`config.mk`:
```
export PLATFORM = sky130hd
export DESIGN_NAME = rgb_pwm_fader
export DESIGN_NICKNAME = d
export VERILOG_FILES = /design/src/rtl/lights_pkg.sv /design/src/rtl/rgb_pwm_fader_pwm_channel.sv /design/src/rtl/rgb_pwm_fader.sv
export SDC_FILE = /design/constraint.sdc
export NUM_CORES = 1
export LEC_CHECK = 0
export ABC_AREA = 1
export CELL_PAD_IN_SITES_DETAIL_PLACEMENT = 1
export CELL_PAD_IN_SITES_GLOBAL_PLACEMENT = 1
export CORE_MARGIN = 3
export CORE_UTILIZATION = 45
export DETAILED_ROUTE_END_ITERATION = 8
export PLACE_DENSITY_LB_ADDON = 0.1
export SKIP_LAST_GASP = 1
export SLEW_MARGIN = 10
export SYNTH_ARGS = -nofsm -noshare
export SYNTH_HDL_FRONTEND = slang
export SYNTH_SLANG_ARGS = --single-unit
export TNS_END_PERCENT = 30
```
`constraint.sdc`:
```
create_clock -name clk -period 7.7 [get_ports clk]
set_input_delay 2.31 -clock clk [delete_from_list [all_inputs] [get_ports clk]]
set_output_delay 2.31 -clock clk [all_outputs]
set_load 0.005 [all_outputs]
```
`src/rtl/lights_pkg.sv`:
```
// Shared constants and types for the lights datapath: channel slicing of the
// 24-bit {R,G,B} word and the fader's state encoding.
package lights_pkg;

    localparam int CHAN_W = 8;

    localparam int R_HI = 23;
    localparam int R_LO = 16;
    localparam int G_HI = 15;
    localparam int G_LO = 8;
    localparam int B_HI = 7;
    localparam int B_LO = 0;

    localparam logic [23:0] WHITE = 24'hFFFFFF;

    typedef enum logic {
        IDLE   = 1'b0,
        FADING = 1'b1
    } fade_state_t;

endpackage

```
`src/rtl/rgb_pwm_fader_pwm_channel.sv`:
```
// One colour channel: a displayed level that walks one LSB per step tick
// towards its target, plus the registered PWM comparator for that level.
module pwm_channel
    import lights_pkg::*;
(
    input  logic              clk,
    input  logic              rst,
    input  logic              enable,
    input  logic              tick,
    input  logic [CHAN_W-1:0] target,
    input  logic [CHAN_W-1:0] cnt,
    output logic [CHAN_W-1:0] level,
    output logic              pwm,
    output logic              at_target
);

    localparam logic [CHAN_W-1:0] ONE = CHAN_W'(1);

    logic [CHAN_W-1:0] level_next;

    // Strict compares mean a step can never overshoot or wrap the level.
    always_comb begin
        level_next = level;
        if (tick && (level < target)) begin
            level_next = level + ONE;
        end else if (tick && (level > target)) begin
            level_next = level - ONE;
        end else begin
            level_next = level;
        end
    end

    // Level register and PWM drive; duty is level/256 against the shared count.
    always_ff @(posedge clk or posedge rst) begin
        if (rst) begin
            level <= '0;
            pwm   <= 1'b0;
        end else begin
            level <= level_next;
            pwm   <= enable & (cnt < level);
        end
    end

    assign at_target = (level == target);

endmodule

```
`src/rtl/rgb_pwm_fader.sv`:
```
// Converts a requested {R,G,B} word into three PWM LED drives, fading each
// displayed level one LSB per STEP_DIV clocks towards the requested colour.
module rgb_pwm_fader
    import lights_pkg::*;
#(
    parameter int STEP_DIV = 256
) (
    input  logic        clk,
    input  logic        rst,
    input  logic        enable,
    input  logic [23:0] light,
    output logic        pwm_r,
    output logic        pwm_g,
    output logic        pwm_b,
    output logic [23:0] level,
    output logic        busy
);

    localparam logic [15:0] STEP_LAST = 16'(STEP_DIV - 1);

    logic [23:0]       target_q;
    logic [CHAN_W-1:0] cnt;
    logic [15:0]       presc;
    logic [15:0]       presc_next;
    fade_state_t       state;
    fade_state_t       state_next;
    logic              tick;
    logic [2:0]        at_tgt;
    logic              all_at;

    assign all_at = &at_tgt;

    // Target capture, free-running PWM count, prescaler and FSM state.
    always_ff @(posedge clk or posedge rst) begin
        if (rst) begin
            target_q <= 24'h000000;
            cnt      <= '0;
            presc    <= 16'd0;
            state    <= IDLE;
        end else begin
            target_q <= light;
            cnt      <= cnt + CHAN_W'(1);
            presc    <= presc_next;
            state    <= state_next;
        end
    end

    // Next state and step tick; with enable low everything holds where it is.
    always_comb begin
        state_next = state;
        presc_next = presc;
        tick       = 1'b0;
        case (state)
            IDLE: begin
                if (enable && !all_at) begin
                    state_next = FADING;
                    presc_next = 16'd0;
                end else begin
                    state_next = IDLE;
                end
            end
            FADING: begin
                if (enable) begin
                    if (presc == STEP_LAST) begin
                        tick       = 1'b1;
                        presc_next = 16'd0;
                    end else begin
                        presc_next = presc + 16'd1;
                    end
                    state_next = all_at ? IDLE : FADING;
                end else begin
                    state_next = FADING;
                end
            end
            default: begin
                state_next = IDLE;
                presc_next = 16'd0;
            end
        endcase
    end

    pwm_channel u_red (
        .clk       (clk),
        .rst       (rst),
        .enable    (enable),
        .tick      (tick),
        .target    (target_q[R_HI:R_LO]),
        .cnt       (cnt),
        .level     (level[R_HI:R_LO]),
        .pwm       (pwm_r),
        .at_target (at_tgt[2])
    );

    pwm_channel u_green (
        .clk       (clk),
        .rst       (rst),
        .enable    (enable),
        .tick      (tick),
        .target    (target_q[G_HI:G_LO]),
        .cnt       (cnt),
        .level     (level[G_HI:G_LO]),
        .pwm       (pwm_g),
        .at_target (at_tgt[1])
    );

    pwm_channel u_blue (
        .clk       (clk),
        .rst       (rst),
        .enable    (enable),
        .tick      (tick),
        .target    (target_q[B_HI:B_LO]),
        .cnt       (cnt),
        .level     (level[B_HI:B_LO]),
        .pwm       (pwm_b),
        .at_target (at_tgt[0])
    );

    assign busy = (state == FADING);

endmodule

```
Word level (Yosys, flattened, before mapping)
Cells that the tools add are included.
{ "classes": {"n_addsub": 8, "n_lt_le_gt_ge": 9, "eq_ne": 6, "n_mux": 17, "n_bitwise": 4, "reduce_logical": 13} }
{ "op_table": {"columns": ["operator", "n"], "rows": [
  ["$lt A8 B8 Y1", 6],
  ["$mux W16", 3],
  ["$mux W8", 6],
  ["$add A8 B1 Y8 const B", 4],
  ["$pmux W16 S2", 1],
  ["$eq A8 B8 Y1", 3],
  ["$gt A8 B8 Y1", 3],
  ["$sub A8 B1 Y8 const B", 3],
  ["$add A16 B1 Y16 const B", 1],
  ["$eq A16 B8 Y1 const B", 1],
  ["$logic_and A1 B1 Y1", 7],
  ["$mux W1", 6],
  ["$reduce_bool A2 Y1", 3],
  ["$ne A2 B2 Y1 const B", 2],
  ["$and A1 B1 Y1", 3],
  ["$reduce_and A3 Y1", 1],
  ["$pmux W1 S2", 1],
  ["$reduce_and A2 Y1", 1],
  ["$logic_not A1 Y1", 1],
  ["$not A1 Y1", 1]
]} }
{ "totals": {"ff_bits": 76, "input_bits": 27, "out_inout_bits": 28, "elab_cells": 67} }

Longest topological paths before layout
{ "depth": {"depth_word": 7, "depth_mapped": 19, "depth_no_buf": 19} }

By module
Synthesis repeated with hierarchy kept, for this count alone.
{ "hier_totals": {"cells_unflattened": 633, "area_unflattened_um2": 5168.7} }
{ "by_module_without_submodules": {"columns": ["mod", "n_inst", "cells_each", "area_each_um2", "seq_area_each_um2"], "rows": [
  ["pwm_channel", 3, 146, 1069.8, 225.2],
  ["rgb_pwm_fader", 1, 195, 1959.4, 1226.2]
]} }

Worst setup path after synthesis
No wires, ideal clock.
{ "synth_path": {"path_kind": "input to register", "start": "input enable", "end": "register u_blue.level[7]", "setup_ps": 118, "t_arrival_ps": 3934, "required_time_ps": 7582, "setup_slack_ps": 3648, "cell_stages": 13, "n_path_buf": 0, "path_cell_list": "nand2_2 inv_1 nand3_4 clkinv_4 nand2_1 ha_1 a21oi_1 nand2_1 nand2_1 nand3_1 nand3b_1 nand4_1 nand2_1"} }
{ "synth_via": {"elab_chain_len": 4, "elab_cells_between_ends": 6, "cone_classes": "mux (3); reduce/logical (3)"} }
{ "synth_rtl": {"columns": ["element", "line_no", "source"], "rows": [
  ["start: declaration", "rgb_pwm_fader.sv:10", "input logic enable,"],
  ["$mux W1 *", "rgb_pwm_fader.sv:63", "if (enable) begin"],
  ["$mux W1 *", "rgb_pwm_fader.sv:53", "case (state)"],
  ["$logic_and A1 B1 Y1, on equally long branches", "rgb_pwm_fader_pwm_channel.sv:24, rgb_pwm_fader_pwm_channel.sv:26", null],
  ["$mux W8 / $reduce_bool A2 Y1 (equally long branches)", null, null],
  ["end signal: assignment", "rgb_pwm_fader_pwm_channel.sv:39", "level <= level_next;"],
  ["end: declaration", "rgb_pwm_fader_pwm_channel.sv:12", "output logic [CHAN_W-1:0] level,"]
]} }
Every way passes the cells marked *; elsewhere a longest branch is shown, timed or not.
A chain may end at the register's enable or synchronous reset.

Worst setup path after layout
Ends and elaborated chain as after synthesis.

==> flow_summary.json <==
{
  "core_region_area_mm2": 0.0110,
  "endpoint_kind": "flip-flop",
  "cts.repair.resized": 0,
  "flow.area_growth_from_synthesis_pct": 19.0,
  "post-route-drc-count": 0,
  "arrival_ns": 4.91,
  "worst_pin_slew_ns": 1.01,
  "post_cts_hold_buffer_count": 0,
  "cts_tree": "yes",
  "synthDistinctLibCells": 37,
  "cp-start-kind": "primary input",
  "cts_max_path_buffers": 2,
  "netlist.top_cell.by_area": "sky130_fd_sc_hd__dfrtp_1",
  "grt_start_max_net_pins": 77,
  "postSynthNetCount": 716,
  "die_area_mm2": 0.0127,
  "first_global_vias": 4901,
  "synthArstFlopShare_pct": 100,
  "gp_routability_congestion": 0.889,
  "min_path_type": "flip-flop to flip-flop",
  "synth.cell_area_mm2": 0.00513,
  "clk-insertion-delay-late_ns": 0.35,
  "report.final.slew_viol_count": 0,
  "clock_tree.htree_level_count": 3,
  "min_delay_path_depth": 1,
  "synth.area.top_cells": "sky130_fd_sc_hd__dfrtp_1 37%, sky130_fd_sc_hd__ha_1 16%, sky130_fd_sc_hd__nand2_1 10%, sky130_fd_sc_hd__inv_1 7.3%, sky130_fd_sc_hd__nand3_1 4.2%",
  "clockRootBuffer": "sky130_fd_sc_hd__clkbuf_16",
  "synth_cells": 621,
  "design.portCount": 55,
  "port_buffers": 54,
  "clk_transition_reported_paths_ns": 0.06,
  "wl_per_cell_um": 16.4,
  "floorplan.initialDensity_pct": 46.7,
  "r2r_end": "u_red.level[7]$_DFFE_PP0P_",
  "dieHeight_um": 113,
  "synth_ff_type": "sky130_fd_sc_hd__dfrtp_1",
  "number_of_rows_in_the_core_area": 38,
  "yosysWarningCount": 0,
  "route.final.wire_length_um": 13500,
  "num_vias": 4286,
  "hold_viol_final": 0,
  "f_max_mhz": 214,
  "fin_crit_ns": 4.67,
  "num_antenna_cells": 0,
  "ir_drop_mv": 0.103,
  "grt_first_pass_wirelength_um": 23500,
  "totalNegativeSetupSlack_ns": 0,
  "layout_worst_path_cycle_share_pct": 60.7,
  "rrSetupSlack_ns": 4.70,
  "total_power_mw": 0.968,
  "maxCapViolations": 0,
  "timing.critical_path.fanout_max": 10,
  "vias_per_cell": 5.19,
  "cts_setup_buffers": 0,
  "setup_repair_after_global_routing_missed_its_margin": "false",
  "route.antenna.remaining_nets": 0,
  "synthesized_area_divided_by_synthesized_cell_count_um2": 8.27,
  "holdPathEnd": "cnt[0]$_DFF_PP0_",
  "crit-reg2reg-launch": "u_red.level[5]$_DFFE_PP0P_",
  "detail_route.iter0.violations": 164,
  "worstPathRequired_ns": 7.94,
  "p_per_area_mw_per_mm2": 158,
  "number_of_clock_sinks_seen_by_cts": 76,
  "top_library_cells_by_usage_in_the_layout_fill_and_taps_aside": "142 x sky130_fd_sc_hd__nand2_1, 99 x sky130_fd_sc_hd__inv_1, 76 x sky130_fd_sc_hd__dfrtp_1",
  "synth_sequential_area_ratio_pct": 37.0,
  "drive_above_1_share_pct": 6.85,
  "cts-buffers-inserted": 9,
  "fillers": 1327,
  "total_grt_usage_pct": 23.1,
  "globalRoute.totalOverflow": 0,
  "clock_skew_ns": 0.00667,
  "report.final.setup_viol": 0,
  "mostFrequentLayoutCell": "sky130_fd_sc_hd__nand2_1",
  "netlist.area_leader.share_pct": 37.0,
  "leakage_nw": 3.12,
  "relSlewSlack_pct": 32.7,
  "synth_enable_flop_cells": 0,
  "min_from": "cnt[0]$_DFF_PP0_",
  "path_class": "primary input to flip-flop",
  "post-dp-hpwl_um": 10200,
  "status": "finished, final reports clean",
  "first_pass_iters": 4,
  "synth.ff_latch_count": 76,
  "antenna_found_initial": 0,
  "number_of_cells_traversed_by_the_worst_register_to_register_path": 17,
  "floorplan.die.width_um": 113,
  "fin_nets": 776
}
how the worst max path moves through the flow:
stage               slack [ns]  startpoint  cells after the start                           to
floorplan                 3.45         rst                      1   asynchronous set/reset pin
CTS                       3.03      enable                     16   u_red.level[7]$_DFFE_PP0P_
global route              2.80      enable                     14  u_blue.level[6]$_DFFE_PP0P_
global placement          2.86      enable                     15  u_blue.level[7]$_DFFE_PP0P_
finish                    3.03      enable                     15  u_blue.level[7]$_DFFE_PP0P_
detailed placement        2.69      enable                     15  u_blue.level[7]$_DFFE_PP0P_
kinds of logic after synthesis:
| logic type | Yosys count | share of synthesized area [%] |
|---|---|---|
| xor gates and xnor gates | 30 | 5.41 |
| buffers and inverters | 108 | 8.80 |
| AOI/OAI and AO/OA | 68 | 7.68 |
| and+or+nand+nor | 271 | 24.1 |
| adders and majority gates | 68 | 17.0 |
| DFF | 76 | 37.0 |
per-stage QoR:
| stage | std cells | area (um2) | hold slack (ns) | worst slack [ns] | utilization, % |
|---|---|---|---|---|---|
| floorplan | 621 | 5130 | 0.466 | 3.45 | - |
| global placement | 810 | 5790 | 0.534 | 2.86 | 52.7 |
| detailed placement | 810 | 5790 | 0.551 | 2.69 | 52.7 |
| CTS | 826 | 6110 | 0.565 | 3.03 | 55.6 |
| global route | 826 | 6110 | 0.599 | 2.80 | 55.6 |
| finish | 826 | 6110 | 0.558 | 3.03 | 55.6 |
critical path, cell delays in order:
cell	delay [ns]
sky130_fd_sc_hd__clkdlybuf4s50_1	0.54
sky130_fd_sc_hd__nand2_2	0.15
sky130_fd_sc_hd__inv_1	0.13
sky130_fd_sc_hd__nand3_4	0.12
sky130_fd_sc_hd__clkinv_4	0.14
sky130_fd_sc_hd__nand2_1	0.27
sky130_fd_sc_hd__ha_1	0.46
sky130_fd_sc_hd__nand2_1	0.11
sky130_fd_sc_hd__nor2_1	0.15
sky130_fd_sc_hd__nand2_1	0.09
sky130_fd_sc_hd__nand3_1	0.10
sky130_fd_sc_hd__nand3b_1	0.14
sky130_fd_sc_hd__nand3_1	0.07
sky130_fd_sc_hd__nand2_1	0.06
sky130_fd_sc_hd__nand2_1	0.05
report_power, final:
part | total [mW] | leakage [nW] | internal [mW] | switching, mW
registers | 0.427 | 0.968 | 0.415 | 0.0126
logic | 0.0744 | 1.99 | 0.0320 | 0.0424
clock network | 0.466 | 0.159 | 0.291 | 0.175
total | 0.968 | 3.12 | 0.738 | 0.230
synthesized netlist by cell type, types with 2 or more instances:
master	n
sky130_fd_sc_hd__buf_6	2
sky130_fd_sc_hd__a211o_1	3
sky130_fd_sc_hd__nand2_2	5
sky130_fd_sc_hd__a31oi_1	3
sky130_fd_sc_hd__nand3_2	2
sky130_fd_sc_hd__nand4_1	8
sky130_fd_sc_hd__a21oi_2	4
sky130_fd_sc_hd__nand2_1	142
sky130_fd_sc_hd__fa_1	3
sky130_fd_sc_hd__o21ai_0	16
sky130_fd_sc_hd__o21bai_1	2
sky130_fd_sc_hd__nand3_1	43
sky130_fd_sc_hd__xor2_1	18
sky130_fd_sc_hd__nor2_1	50
sky130_fd_sc_hd__xor2_2	2
sky130_fd_sc_hd__buf_8	2
sky130_fd_sc_hd__xnor2_1	10
sky130_fd_sc_hd__o21ai_1	14
sky130_fd_sc_hd__dfrtp_1	76
sky130_fd_sc_hd__a21oi_1	21
sky130_fd_sc_hd__a21boi_0	3
sky130_fd_sc_hd__ha_1	65
sky130_fd_sc_hd__nor2_2	3
sky130_fd_sc_hd__nor3_1	7
sky130_fd_sc_hd__nand2_4	6
sky130_fd_sc_hd__inv_1	100
sequential cells by signal, summed over array words and instances (netlist names), named ones only:
| signal | count |
|---|---|
| u_green.level | 8 |
| u_blue.pwm | 1 |
| u_green.pwm | 1 |
| u_blue.level | 8 |
| presc | 16 |
| u_red.pwm | 1 |
| cnt | 8 |
| target_q | 24 |
| u_red.level | 8 |
area by class of cell:
type,instances,area [um2],share of cell area (%)
Clock inverter,5,75.1,1.23
Multi-Input combinational cell,437,2780,45.5
Timing Repair Buffer,55,548,8.97
Clock buffer,11,243,3.97
Inverter,102,388,6.35
Tap cell,140,175,2.87
Sequential cell,76,1900,31.1
metal layers:
metal	vias to the layer above	part of all wire [%]	track usage [%]
met3	18	2.7	3.69
met2	67	52	42.3
met4	0	1.9	8.81
met5	-	0	0
li1	2112	-	-
met1	2089	43	26.9
(Power assumes the default switching activity.)
